==> config.mk <==
export PLATFORM = sky130hd
export DESIGN_NAME = adc_scan_ctrl_flat
export DESIGN_NICKNAME = d
export VERILOG_FILES = /design/src/rtl/adc_scan_ctrl_if.sv /design/src/rtl/adc_scan_ctrl.sv /design/src/flat_wrapper.sv
export SDC_FILE = /design/constraint.sdc
export NUM_CORES = 1
export LEC_CHECK = 0
export CAP_MARGIN = 5
export CORE_UTILIZATION = 52
export DETAILED_ROUTE_END_ITERATION = 7
export PLACE_DENSITY = 0.91
export REMOVE_ABC_BUFFERS = 1
export SYNTH_ARGS = -nofsm -noshare
export SYNTH_HDL_FRONTEND = slang
export SYNTH_SLANG_ARGS = --single-unit
==> constraint.sdc <==
create_clock -name clk -period 2.51 [get_ports clk]
set_input_delay 0.3765 -clock clk [delete_from_list [all_inputs] [get_ports clk]]
set_output_delay 0.3765 -clock clk [all_outputs]
set_load 0.01 [all_outputs]
==> src/rtl/adc_scan_ctrl_if.sv <==
// Pin-level bundle between the scan controller and an ADC0808/0809-style converter.
interface adc_scan_ctrl_if #(
  parameter int SEL_W  = 3,
  parameter int DATA_W = 8
);
  logic              adc_clk;
  logic              adc_ale;
  logic              adc_start;
  logic              adc_oe;
  logic [SEL_W-1:0]  adc_sel;
  logic              adc_eoc;
  logic [DATA_W-1:0] adc_data;

  modport master (
    output adc_clk, adc_ale, adc_start, adc_oe, adc_sel,
    input  adc_eoc, adc_data
  );

  modport slave (
    input  adc_clk, adc_ale, adc_start, adc_oe, adc_sel,
    output adc_eoc, adc_data
  );
endinterface

==> src/rtl/adc_scan_ctrl.sv <==
// Scanning controller for a multiplexed SAR ADC: walks the enabled channels,
// sequences ALE/START/EOC/OE and stores one result register per channel.
//
// state   | meaning
// IDLE    | waiting for enable with a non-zero channel mask
// SELECT  | ALE high, mux address settling
// START   | START pulse to the converter, timeout counter armed
// WAIT_LO | waiting for synchronised EOC low (conversion begun)
// WAIT_HI | waiting for synchronised EOC high (conversion done)
// READ    | OE high, data captured on the final cycle
// NEXT    | pick the next enabled channel or end the scan
module adc_scan_ctrl #(
  parameter int N_CH    = 8,
  parameter int SEL_W   = 3,
  parameter int DATA_W  = 8,
  parameter int CLK_DIV = 79,
  parameter int SETTLE  = 4,
  parameter int START_W = 4,
  parameter int OE_W    = 3,
  parameter int TIMEOUT = 20000
) (
  input  logic                   clk,
  input  logic                   reset,
  input  logic                   enable,
  input  logic                   single,
  input  logic [N_CH-1:0]        ch_mask,
  input  logic                   err_clr,
  adc_scan_ctrl_if.master        adc,
  output logic [N_CH*DATA_W-1:0] ch_data,
  output logic                   sample_stb,
  output logic [SEL_W-1:0]       sample_ch,
  output logic                   scan_done,
  output logic                   busy,
  output logic                   err_timeout
);

  localparam int PH_MAX = (SETTLE > START_W) ? ((SETTLE > OE_W) ? SETTLE : OE_W)
                                             : ((START_W > OE_W) ? START_W : OE_W);
  localparam int PH_W  = $clog2(PH_MAX + 1);
  localparam int TO_W  = $clog2(TIMEOUT + 1);
  localparam int DIV_W = $clog2(CLK_DIV + 1);

  typedef enum logic [2:0] {
    IDLE, SELECT, START, WAIT_LO, WAIT_HI, READ, NEXT
  } state_t;

  state_t           state;
  logic [PH_W-1:0]  ph_cnt;
  logic [TO_W-1:0]  to_cnt;
  logic [DIV_W-1:0] div_cnt;
  logic [SEL_W-1:0] sel_q;
  logic             adc_clk_q, ale_q, start_q, oe_q;
  logic             eoc_meta, eoc_sync;
  logic [SEL_W-1:0] low_idx, nxt_idx;
  logic             nxt_found;

  assign adc.adc_clk   = adc_clk_q;
  assign adc.adc_ale   = ale_q;
  assign adc.adc_start = start_q;
  assign adc.adc_oe    = oe_q;
  assign adc.adc_sel   = sel_q;
  assign busy          = (state != IDLE);

  // Free-running converter clock, not gated by the FSM.
  always_ff @(posedge clk or negedge reset) begin
    if (!reset) begin
      div_cnt   <= DIV_W'(CLK_DIV - 1);
      adc_clk_q <= 1'b0;
    end else if (div_cnt == '0) begin
      div_cnt   <= DIV_W'(CLK_DIV - 1);
      adc_clk_q <= ~adc_clk_q;
    end else begin
      div_cnt <= div_cnt - 1'b1;
    end
  end

  always_ff @(posedge clk or negedge reset) begin
    if (!reset) begin
      eoc_meta <= 1'b0;
      eoc_sync <= 1'b0;
    end else begin
      eoc_meta <= adc.adc_eoc;
      eoc_sync <= eoc_meta;
    end
  end

  // Lowest enabled channel, and lowest enabled channel above the current one.
  always_comb begin
    low_idx   = '0;
    nxt_idx   = '0;
    nxt_found = 1'b0;
    for (int i = N_CH - 1; i >= 0; i--) begin
      if (ch_mask[i]) begin
        low_idx = SEL_W'(i);
        if (i > int'(sel_q)) begin
          nxt_idx   = SEL_W'(i);
          nxt_found = 1'b1;
        end
      end
    end
  end

  always_ff @(posedge clk or negedge reset) begin
    if (!reset) begin
      state       <= IDLE;
      ph_cnt      <= '0;
      to_cnt      <= '0;
      sel_q       <= '0;
      ale_q       <= 1'b0;
      start_q     <= 1'b0;
      oe_q        <= 1'b0;
      ch_data     <= '0;
      sample_stb  <= 1'b0;
      sample_ch   <= '0;
      scan_done   <= 1'b0;
      err_timeout <= 1'b0;
    end else begin
      sample_stb <= 1'b0;
      scan_done  <= 1'b0;
      // A timeout later in this block overrides the clear.
      if (err_clr) err_timeout <= 1'b0;

      unique case (state)
        IDLE: begin
          if (enable && (ch_mask != '0)) begin
            sel_q  <= low_idx;
            ale_q  <= 1'b1;
            ph_cnt <= PH_W'(SETTLE - 1);
            state  <= SELECT;
          end
        end
        SELECT: begin
          if (ph_cnt == '0) begin
            ale_q   <= 1'b0;
            start_q <= 1'b1;
            ph_cnt  <= PH_W'(START_W - 1);
            state   <= START;
          end else begin
            ph_cnt <= ph_cnt - 1'b1;
          end
        end
        START: begin
          if (ph_cnt == '0) begin
            start_q <= 1'b0;
            to_cnt  <= TO_W'(TIMEOUT - 1);
            state   <= WAIT_LO;
          end else begin
            ph_cnt <= ph_cnt - 1'b1;
          end
        end
        WAIT_LO: begin
          if (to_cnt != '0) to_cnt <= to_cnt - 1'b1;
          if (!eoc_sync) begin
            state <= WAIT_HI;
          end else if (to_cnt == '0) begin
            err_timeout <= 1'b1;
            scan_done   <= !nxt_found;
            state       <= NEXT;
          end
        end
        WAIT_HI: begin
          if (to_cnt != '0) to_cnt <= to_cnt - 1'b1;
          if (eoc_sync) begin
            oe_q   <= 1'b1;
            ph_cnt <= PH_W'(OE_W - 1);
            state  <= READ;
          end else if (to_cnt == '0) begin
            err_timeout <= 1'b1;
            scan_done   <= !nxt_found;
            state       <= NEXT;
          end
        end
        READ: begin
          // Strobe is registered one cycle early so it lines up with the last OE cycle.
          if (ph_cnt == PH_W'(1)) begin
            sample_stb <= 1'b1;
            sample_ch  <= sel_q;
          end
          if (ph_cnt == '0) begin
            oe_q <= 1'b0;
            ch_data[int'(sel_q)*DATA_W +: DATA_W] <= adc.adc_data;
            scan_done <= !nxt_found;
            state     <= NEXT;
          end else begin
            ph_cnt <= ph_cnt - 1'b1;
          end
        end
        NEXT: begin
          if (nxt_found) begin
            sel_q <= nxt_idx;
            if (enable) begin
              ale_q  <= 1'b1;
              ph_cnt <= PH_W'(SETTLE - 1);
              state  <= SELECT;
            end else begin
              state <= IDLE;
            end
          end else begin
            sel_q <= low_idx;
            if (single || !enable || (ch_mask == '0)) begin
              state <= IDLE;
            end else begin
              ale_q  <= 1'b1;
              ph_cnt <= PH_W'(SETTLE - 1);
              state  <= SELECT;
            end
          end
        end
        default: state <= IDLE;
      endcase
    end
  end

endmodule

==> src/flat_wrapper.sv <==
// flat-port wrapper written by rule: the top's interface ports become plain ports
module adc_scan_ctrl_flat 
#(
  parameter int N_CH    = 8,
  parameter int SEL_W   = 3,
  parameter int DATA_W  = 8,
  parameter int CLK_DIV = 79,
  parameter int SETTLE  = 4,
  parameter int START_W = 4,
  parameter int OE_W    = 3,
  parameter int TIMEOUT = 20000
)
  (clk, reset, enable, single, ch_mask, err_clr, ch_data, sample_stb, sample_ch, scan_done, busy, err_timeout, adc_adc_clk, adc_adc_ale, adc_adc_start, adc_adc_oe, adc_adc_sel, adc_adc_eoc, adc_adc_data);
  adc_scan_ctrl_if #(.SEL_W(SEL_W), .DATA_W(DATA_W)) adc_i ();
  input  logic clk;
  input  logic reset;
  input  logic enable;
  input  logic single;
  input  logic [N_CH-1:0] ch_mask;
  input  logic err_clr;
  output logic [N_CH*DATA_W-1:0] ch_data;
  output logic sample_stb;
  output logic [SEL_W-1:0] sample_ch;
  output logic scan_done;
  output logic busy;
  output logic err_timeout;
  output wire logic [$bits(adc_i.adc_clk)-1:0] adc_adc_clk;
  output wire logic [$bits(adc_i.adc_ale)-1:0] adc_adc_ale;
  output wire logic [$bits(adc_i.adc_start)-1:0] adc_adc_start;
  output wire logic [$bits(adc_i.adc_oe)-1:0] adc_adc_oe;
  output wire logic [$bits(adc_i.adc_sel)-1:0] adc_adc_sel;
  input wire logic [$bits(adc_i.adc_eoc)-1:0] adc_adc_eoc;
  input wire logic [$bits(adc_i.adc_data)-1:0] adc_adc_data;
  assign adc_adc_clk = adc_i.adc_clk;
  assign adc_adc_ale = adc_i.adc_ale;
  assign adc_adc_start = adc_i.adc_start;
  assign adc_adc_oe = adc_i.adc_oe;
  assign adc_adc_sel = adc_i.adc_sel;
  assign adc_i.adc_eoc = adc_adc_eoc;
  assign adc_i.adc_data = adc_adc_data;
  adc_scan_ctrl #(.N_CH(N_CH), .SEL_W(SEL_W), .DATA_W(DATA_W), .CLK_DIV(CLK_DIV), .SETTLE(SETTLE), .START_W(START_W), .OE_W(OE_W), .TIMEOUT(TIMEOUT)) u_core (.clk(clk), .reset(reset), .enable(enable), .single(single), .ch_mask(ch_mask), .err_clr(err_clr), .adc(adc_i), .ch_data(ch_data), .sample_stb(sample_stb), .sample_ch(sample_ch), .scan_done(scan_done), .busy(busy), .err_timeout(err_timeout));
endmodule
* After elaboration in Yosys (flattened, before gate mapping)
Cells that the tools add are included.
** Word-level totals
- Flip-flop bits (word level) :: 107
- RAM bits :: 0
- Memory bits (read-only) :: 0
- Word-level logic and storage cells :: 161
- Memories kept :: 0
- Latch bits :: 0
** Operators by class
- Div/mod/pow operators :: 0
- Add/sub/neg operators :: 4
- Eq/ne operators :: 16
- Muxes and demuxes :: 85
- Bitwise operators :: 1
- Order comparisons :: 7
- Shift-type cells :: 2
- Multipliers :: 0
- Reduce and logical (&&, ||, !) cells :: 30
** Operators by type and width (number)
- $mux W3 :: 39
- $bwmux W64 :: 1
- $shift A8 B33 Y64 const A :: 1
- $shiftx A8 B33 Y64 :: 1
- $mux W1 :: 33
- $neg A6 Y33 :: 1
- $mux W15 :: 2
- $pmux W15 S2 :: 1
- $pmux W3 S7 :: 1
- $logic_not A15 Y1 :: 1
- $pmux W3 S5 :: 1
- $reduce_bool A15 Y1 :: 1
- $sub A15 B1 Y15 const B :: 1
- $gt A3 B3 Y1 const A :: 4
- $ne A2 B1 Y1 const B :: 6
- $eq A3 B3 Y1 const B :: 3
- $reduce_and A3 Y1 :: 3
- $logic_not A8 Y1 :: 1
- $reduce_bool A2 Y1 :: 4
- $reduce_bool A8 Y1 :: 1
- $logic_not A7 Y1 :: 1
- $mux W7 :: 1
- $sub A7 B1 Y7 const B :: 1
- $eq A3 B1 Y1 const B :: 2
- 22 further kinds :: 34

* Depth between registers and ports, before layout
- Depth after elaboration :: 19
- Gate-level depth with buffers :: 10

* Least setup slack after synthesis
OpenSTA, ideal clock, no wires.
- Path kind :: reg2reg
- From :: reg u_core.sel_q[0], in the netlist u_core.adc.adc_sel[0]
- To :: reg u_core.ch_data[32]
- Slack :: 146 ps
- Data arrival time :: 2246 ps
- Stages on the path, launching flop included :: 9
- Data required time :: 2392 ps
- Buffers on the path :: 1
- Cell sequence :: dfrtp_1 clkinv_1 ha_1 ha_1 buf_2 nor4b_2 nand2_1 nand2_1 nand2_1
** On the way
- Longest elaborated chain between the ends :: 3
- Elaborated cells between the ends (all ways) :: 4
- Those cells by class :: 1 x add/sub; 2 x shift; 1 x mux
** RTL lines
- from (decl) :: line adc_scan_ctrl.sv:51 : logic [SEL_W-1:0] sel_q;
- from (signal assigned) :: line adc_scan_ctrl.sv:126 : sel_q <= low_idx;
- from (signal assigned) :: line adc_scan_ctrl.sv:190 : sel_q <= nxt_idx;
- from (signal assigned) :: line adc_scan_ctrl.sv:199 : sel_q <= low_idx;
- $neg A6 Y33 (*) :: line adc_scan_ctrl.sv:181 : ch_data[int'(sel_q)*DATA_W +: DATA_W] <= adc.adc_data;
- $shiftx A8 B33 Y64 / $shift A8 B33 Y64 (equally long branches) :: line adc_scan_ctrl.sv:181
- $bwmux W64 (*) :: line adc_scan_ctrl.sv:181
- to (signal, indexed assignment) :: line adc_scan_ctrl.sv:181
- to (decl) :: line adc_scan_ctrl.sv:29 : output logic [N_CH*DATA_W-1:0] ch_data,
Every way passes the cells marked *; elsewhere a longest branch is shown, timed or not.
A chain may end at the register's enable or synchronous reset.

* Worst setup path in the final report
- From :: reg u_core.ph_cnt[0]
- To :: reg u_core.ch_data[15]
** On the way
- Longest elaborated chain between the ends :: 2
** RTL lines
- from (decl) :: line adc_scan_ctrl.sv:48 : logic [PH_W-1:0] ph_cnt;
- from (signal assigned) :: line adc_scan_ctrl.sv:128 : ph_cnt <= PH_W'(SETTLE - 1);
- from (signal assigned) :: line adc_scan_ctrl.sv:136 : ph_cnt <= PH_W'(START_W - 1);
- from (signal assigned) :: line adc_scan_ctrl.sv:139 : ph_cnt <= ph_cnt - 1'b1;
- $logic_not A3 Y1 :: line adc_scan_ctrl.sv:179 : if (ph_cnt == '0) begin
- $reduce_and A2 Y1 (no line)
No other way between the ends.

==> impl_metrics.ini <==
[placed_design]
preCtsSetupSlack_ns = 0.08077
place_congestion = 0.8830
dpl.hpwl_um = 9187
portBuffers = 99
dpl.cell_count = 717

[timing]
slew_headroom_pct = 40.17
finalCriticalPeriod_ns = 2.413
final.period_utilization_pct = 96.14
setup_viol = 0
fmax_mhz = 414.4
worstMarginPinSlew_ns = 0.8892
finalHoldViolCount = 0
whs_ns = 0.007792
rsz0062_at_grt = true
drv_slew = 0
fin_ws_ns = 0.09701
finClkSkew_ns = 0.01958

[synth]
synth_area_um2 = 5061
synth-seq-cells = 107
yosys_warnings = 0
syn_inst = 477
postSynthAreaPerCell_um2 = 10.61
seq_area_frac_synth_pct = 53.00
synth_cell_types = 57
synth_edf_count = 0
async_flop_share_pct = 100.0
ys.flop_type = dfrtp_1

[die]
die_area_um2 = 10130
core-area_um2 = 9328
die_h_um = 100.7
rows = 35
start_util_pct = 54.26
die_w_um = 100.7
ioPinCount = 100

[setup_path]
critPathKind = register to register
ff2ff_setup_slack_ns = 0.1
critPathRequiredTime_ns = 2.76
worstPathArrival_ns = 2.66
startpoint_type = register
critPathMaxFanout = 8
end_kind = register

[final_layout]
synthToLayoutAreaGrowth_pct = 29.47
nFillCells = 687
finalNetCount = 632
drive_above_1_share_pct = 15.73
diodes = 0
stdcell_count = 733
final_common_cell = dfrtp_1
postLayoutCoreUtil_pct = 70.25
layout_common_cells = dfrtp_1 (102), clkdlybuf4s50_1 (98), nand2_1 (67)

[clock_network]
cts_num_sinks = 107
path_clk_slew_ns = 0.11
numCtsBuffers = 9
ctsHoldBuffers = 0
clk_root_buffer_cell = clkbuf_8
cts_buffer_depth = 2
cts_tree = done
clk_latency_ns = 0.37
cts_setup_buffers = 0
ctsHtreeMaxLevel = 3

[outcome]
status = finished clean

[grt]
overflow = 0
grt_pass1_wl_um = 19710
grt_max_degree = 49
grt_pass1_vias = 4039
antenna_found_initial = 0
gr-usage-all-layers_pct = 25.06

[pwr]
power_mw = 5.379
power.net_switching_mw = 2.000
netSwitchingFraction_pct = 37.18
pwr-share-comb_pct = 40.4
seq_power_share_pct = 41.2
p_leak_nw = 2.939
pwr-share-clk_pct = 18.4
peakVddDrop_mv = 0.5028
p_per_area_nw_per_um2 = 820.8
intPower_mw = 3.379

[detailed_routing]
drt-total-wl_um = 12130
drt.antenna.violating_nets = 0
drc = 0
wl_per_cell_um = 16.55
via_per_inst = 5.503
first_pass_iters = 5
drt_iter0_markers = 155
route.vias.total = 4034

[worst_hold_path]
hp-class = primary input to asynchronous set/reset pin

[job]
drv_cap = 0
==> power by group through the flow <==
stage / registers [mW] / logic (mW) / clock network, mW
global placement: 2.23 / 2.07 / 0
detailed placement: 2.24 / 2.14 / 0
CTS: 2.21 / 2.16 / 1.02
global route: 2.24 / 2.38 / 1.08
finish: 2.22 / 2.17 / 0.989
floorplan: 2.32 / 1.05 / 0
==> synth_stat cells, drive strengths merged (2+ instances only) <==
| library cell | instances | area (µm²) |
|---|---|---|
| inv | 16 | 60.06 |
| clkbuf | 9 | 33.78 |
| or4 | 3 | 22.52 |
| a21oi | 13 | 65.06 |
| nor2 | 28 | 105.1 |
| nand4 | 2 | 12.51 |
| o22ai | 3 | 18.77 |
| a22o | 2 | 17.52 |
| ha | 11 | 137.6 |
| xor2 | 9 | 78.83 |
| nor3b | 7 | 52.55 |
| a221oi | 3 | 26.28 |
| o21bai | 2 | 15.01 |
| dfstp | 4 | 105.1 |
| or3 | 3 | 18.77 |
| mux2 | 50 | 563.0 |
| nand2b | 2 | 12.51 |
| xnor2 | 4 | 35.03 |
| a211oi | 3 | 22.52 |
| o22a | 2 | 17.52 |
| and3 | 5 | 31.28 |
| buf | 3 | 15.01 |
| nor4 | 6 | 43.79 |
| nor2b | 9 | 56.30 |
| nand2 | 67 | 251.5 |
| and2b | 2 | 16.27 |
| o21a | 2 | 15.01 |
| nand3 | 17 | 90.09 |
| o21ai | 27 | 135.1 |
| a31oi | 2 | 12.51 |
| nor3 | 17 | 85.08 |
| and4 | 2 | 17.52 |
| and2 | 21 | 131.4 |
| dfrtp | 103 | 2577 |
==> cell type report <==
class / instances / area [µm²] / share of cell area [%]
Inverter: 17 / 63.81 / 0.9738
Multi-Input combinational cell: 341 / 2266 / 34.58
Timing Repair Buffer: 123 / 1194 / 18.22
Tap cell: 129 / 161.4 / 2.463
Sequential cell: 107 / 2684 / 40.96
Clock inverter: 7 / 60.06 / 0.9166
Clock buffer: 9 / 123.9 / 1.890
==> per-layer routing <==
layer	part of all wire (%)	up-vias	track usage (%)
li1	-	1914	-
met1	43	1999	33.07
met2	51	110	42.99
met3	4.1	11	3.467
met4	1.3	0	7.915
met5	0	-	0
==> stage by stage <==
stage / setup TNS [ns] / area, µm²
floorplan: -0.3503 / 5012
global placement: 0 / 6367
detailed placement: 0 / 6367
CTS: 0 / 6551
global route: -0.3372 / 6553
finish: 0 / 6553
==> repair_timing <==
action | CTS | global route
endpoints found under the hold margin | 0 | 0
gates resized for setup | 0 | 1
setup endpoints to repair | 0 | 16
==> sequential cells by signal, indices dropped and copies added (netlist names), 3 cells and up <==
name and cells:
u_core.ch_data 64, u_core.to_cnt 15, u_core.div_cnt 7, u_core.adc.adc_sel 3, u_core.ph_cnt 3, u_core.sample_ch 3, u_core.state 3
==> cells by family (layout without fill, tap and decap cells) <==
family                   after synthesis  count (layout)  share of synthesized area [%]
AND/OR/NAND/NOR                      195             195                          19.58
flip-flops                           107             107                          53.00
AO/OA/AOI/OAI                         71              71                          8.900
multiplexers                          51              51                          11.32
buffers and inverters                 29             156                          2.225
XOR/XNOR                              13              13                          2.250
adder cells (fa/ha/maj)               11              11                          2.719
==> worst paths after layout <==
path,startpoint,depth (start not counted),to
max in group asynchronous,reset,2,u_core.to_cnt[9]
min,reset,1,u_core.adc.adc_start
max,u_core.ph_cnt[0],7,u_core.ch_data[15]
min reg2reg,u_core.eoc_meta,0,u_core.eoc_sync
min in group clk,u_core.eoc_meta,0,u_core.eoc_sync
max reg2reg,u_core.ph_cnt[0],7,u_core.ch_data[15]
==> critical path, cell delays in order (launching register included) <==
cell and delay, ns:
dfrtp_1 0.43, inv_1 0.10, ha_1 0.21, nor2b_1 0.25
nand3_1 0.20, nor2_1 0.30, nand3_1 0.39, mux2_2 0.40
Note: power is estimated with default switching activity, not from simulation.
==> RTL change (config.mk and constraints unchanged) <==
Register the inputs `enable`, `single`, `ch_mask` and `err_clr` before use, with the module's reset. The logic sees them one clock later. The other inputs are not delayed to match.
--- a/src/rtl/adc_scan_ctrl.sv
+++ b/src/rtl/adc_scan_ctrl.sv
@@ -44,6 +44,25 @@
     IDLE, SELECT, START, WAIT_LO, WAIT_HI, READ, NEXT
   } state_t;
 
+  logic enable_q;
+  logic single_q;
+  logic [N_CH-1:0] ch_mask_q;
+  logic err_clr_q;
+
+  always_ff @(posedge clk or negedge reset) begin
+    if (!reset) begin
+      enable_q  <= '0;
+      single_q  <= '0;
+      ch_mask_q <= '0;
+      err_clr_q <= '0;
+    end else begin
+      enable_q  <= enable;
+      single_q  <= single;
+      ch_mask_q <= ch_mask;
+      err_clr_q <= err_clr;
+    end
+  end
+
   state_t           state;
   logic [PH_W-1:0]  ph_cnt;
   logic [TO_W-1:0]  to_cnt;
@@ -90,7 +109,7 @@
     nxt_idx   = '0;
     nxt_found = 1'b0;
     for (int i = N_CH - 1; i >= 0; i--) begin
-      if (ch_mask[i]) begin
+      if (ch_mask_q[i]) begin
         low_idx = SEL_W'(i);
         if (i > int'(sel_q)) begin
           nxt_idx   = SEL_W'(i);
@@ -118,11 +137,11 @@
       sample_stb <= 1'b0;
       scan_done  <= 1'b0;
       // A timeout later in this block overrides the clear.
-      if (err_clr) err_timeout <= 1'b0;
+      if (err_clr_q) err_timeout <= 1'b0;
 
       unique case (state)
         IDLE: begin
-          if (enable && (ch_mask != '0)) begin
+          if (enable_q && (ch_mask_q != '0)) begin
             sel_q  <= low_idx;
             ale_q  <= 1'b1;
             ph_cnt <= PH_W'(SETTLE - 1);
@@ -188,7 +207,7 @@
         NEXT: begin
           if (nxt_found) begin
             sel_q <= nxt_idx;
-            if (enable) begin
+            if (enable_q) begin
               ale_q  <= 1'b1;
               ph_cnt <= PH_W'(SETTLE - 1);
               state  <= SELECT;
@@ -197,7 +216,7 @@
             end
           end else begin
             sel_q <= low_idx;
-            if (single || !enable || (ch_mask == '0)) begin
+            if (single_q || !enable_q || (ch_mask_q == '0)) begin
               state <= IDLE;
             end else begin
               ale_q  <= 1'b1;
Function: changed (a bounded check fails within 4 cycles, from zero or initial values and one cycle with reset low).
==> RTL change against the unedited design <==
- die area grew 6.9%
- utilization grew 3.6 points
- critical path depth shrank 4
- design area grew 12%
- setup slack lost 23 ps
- synthesized cell count grew 4.6%
- area after synthesis grew 7.0%
- sequential cell count grew 11
- power grew 45%
- routed wire length grew 12%
==> RTL change: results (changes against the unedited design) <==
[final_layout]
regArea_mm2=0.00296  ; +10%
nFillCells=637  ; -7.3%
inv_count=16  ; -1
final_cells=764  ; +4.2%
multi_input_area_share=0.325  ; -0.0204
nNonClkBuffers=113  ; -8.1%
layout.nets=651  ; +3.0%
buf_share=0.151  ; -0.0315
multiInputCombCellCount=352  ; +3.2%
final-clk-cell-share=0.0908  ; +0.0628

[clocking]
clk_latency_ps=520  ; +150 ps
cts.clk_slew.worst_paths_ps=60  ; -50 ps
cts_hold_repair.buffers=1  ; +1

[placed_design]
place_congestion=0.868  ; -1.7%
dp_slack_ps=60.4  ; -20.4 ps
hpwl_mm=9.40  ; +2.3%
place_area_mm2=0.00661  ; +3.8%
dpl.cell_count=729  ; +1.7%

[synthesis]
yosys-top-cells-area=dfrtp_1, mux2_2, nand2_1, and2_1, ha_1
synth_common_cells=dfrtp_1, nand2_1, mux2_2
avgSynthCellArea_um2=10.9  ; +2.3%
synth_cell_types=56  ; -1.8%

[setup_path]
path_max_fanout=12  ; +4
r2r_start=u_core.adc.adc_sel[0]
r2r_end=u_core.adc.adc_ale
cp_slowest_cell=clkdlybuf4s50_1
reg2reg_depth=9  ; +2

[routing]
dr.first_iter.drc_count=258  ; +66%
avgViaCountPerCell=5.75  ; +4.4%
routed_wl_mm=13.6  ; +12%
drtPass1Iterations=6  ; +1

[grt]
grt_pass1_wl_mm=22.5  ; +14%
grt_pass1_vias=4486  ; +11%
grt_max_degree=51  ; +4.1%
grt_use_total=0.266  ; +0.0155

[hold_path]
hp-class=input pin to register

[status]
status=finished, final reports clean

[floorplanning]
num_tap_cells=133  ; +3.1%

[pwr]
irDropWorstVdd_v=0.000586  ; +17%

[timing]
skew_ps=13.7  ; -5.84 ps
hold_slack_ps=303  ; +295 ps
tightestPinTransition_ps=940  ; +51.0 ps

RTL change: changes by cell type in the layout (fill, tap and decap cells not counted), sizes merged, moves of 6 or more:
cell    change
a21oi       +6
and2        +8
buf        -11
bufinv      +6
clkbuf     +10
dfrtp      +11
nand2       -8
RTL change: cell families (layout without fill, tap and decap cells):
group	Yosys count	after routing	share of synthesized area
xor+xnor	14	14	0.0226
mux	46	46	0.0957
flops	118	118	0.546
fa+ha+maj	11	11	0.0254
simple gates	200	200	0.196
compound gates	81	81	0.0933
buf+inv	29	161	0.0210
RTL change: report_power, final:
part	internal, mW	leakage [nW]	switching (mW)
Clock	1.86	0.320	0.834
Combinational	1.16	1.52	1.34
Sequential	2.26	1.46	0.360
Total	5.28	3.30	2.54
RTL change: worst max-delay path by stage:
| stage | start | endpoint | slack, ps |
|---|---|---|---|
| 3_3_place_gp | u_core.adc.adc_sel[1] | u_core.ch_data[57] | 180 |
| 6_report | u_core.state[0] | busy | 70 |
| 5_1_grt | u_core.ph_cnt[0] | u_core.ch_data[30] | -30 |
| 2_1_floorplan | u_core.ph_cnt[0] | u_core.ch_data[24] | 110 |
| 4_1_cts | u_core.adc.adc_sel[1] | u_core.adc.adc_sel[1] | 2 |
| 3_5_place_dp | u_core.adc.adc_sel[1] | u_core.adc.adc_sel[1] | 60 |
RTL change: worst max-delay path, delay by kind of cell (launching register included):
family	cells	cell delay, ps
buffers and inverters	2	690
flip-flops	1	440
AND/OR/NAND/NOR	1	410
RTL change: metal layers:
| layer | vias to the layer above | part of all wire | GRT usage |
|---|---|---|---|
| li1 | 1992 | - | - |
| met1 | 2167 | 0.41 | 0.324 |
| met2 | 184 | 0.51 | 0.445 |
| met3 | 47 | 0.052 | 0.0570 |
| met4 | 0 | 0.030 | 0.140 |
| met5 | - | 0 | 0 |
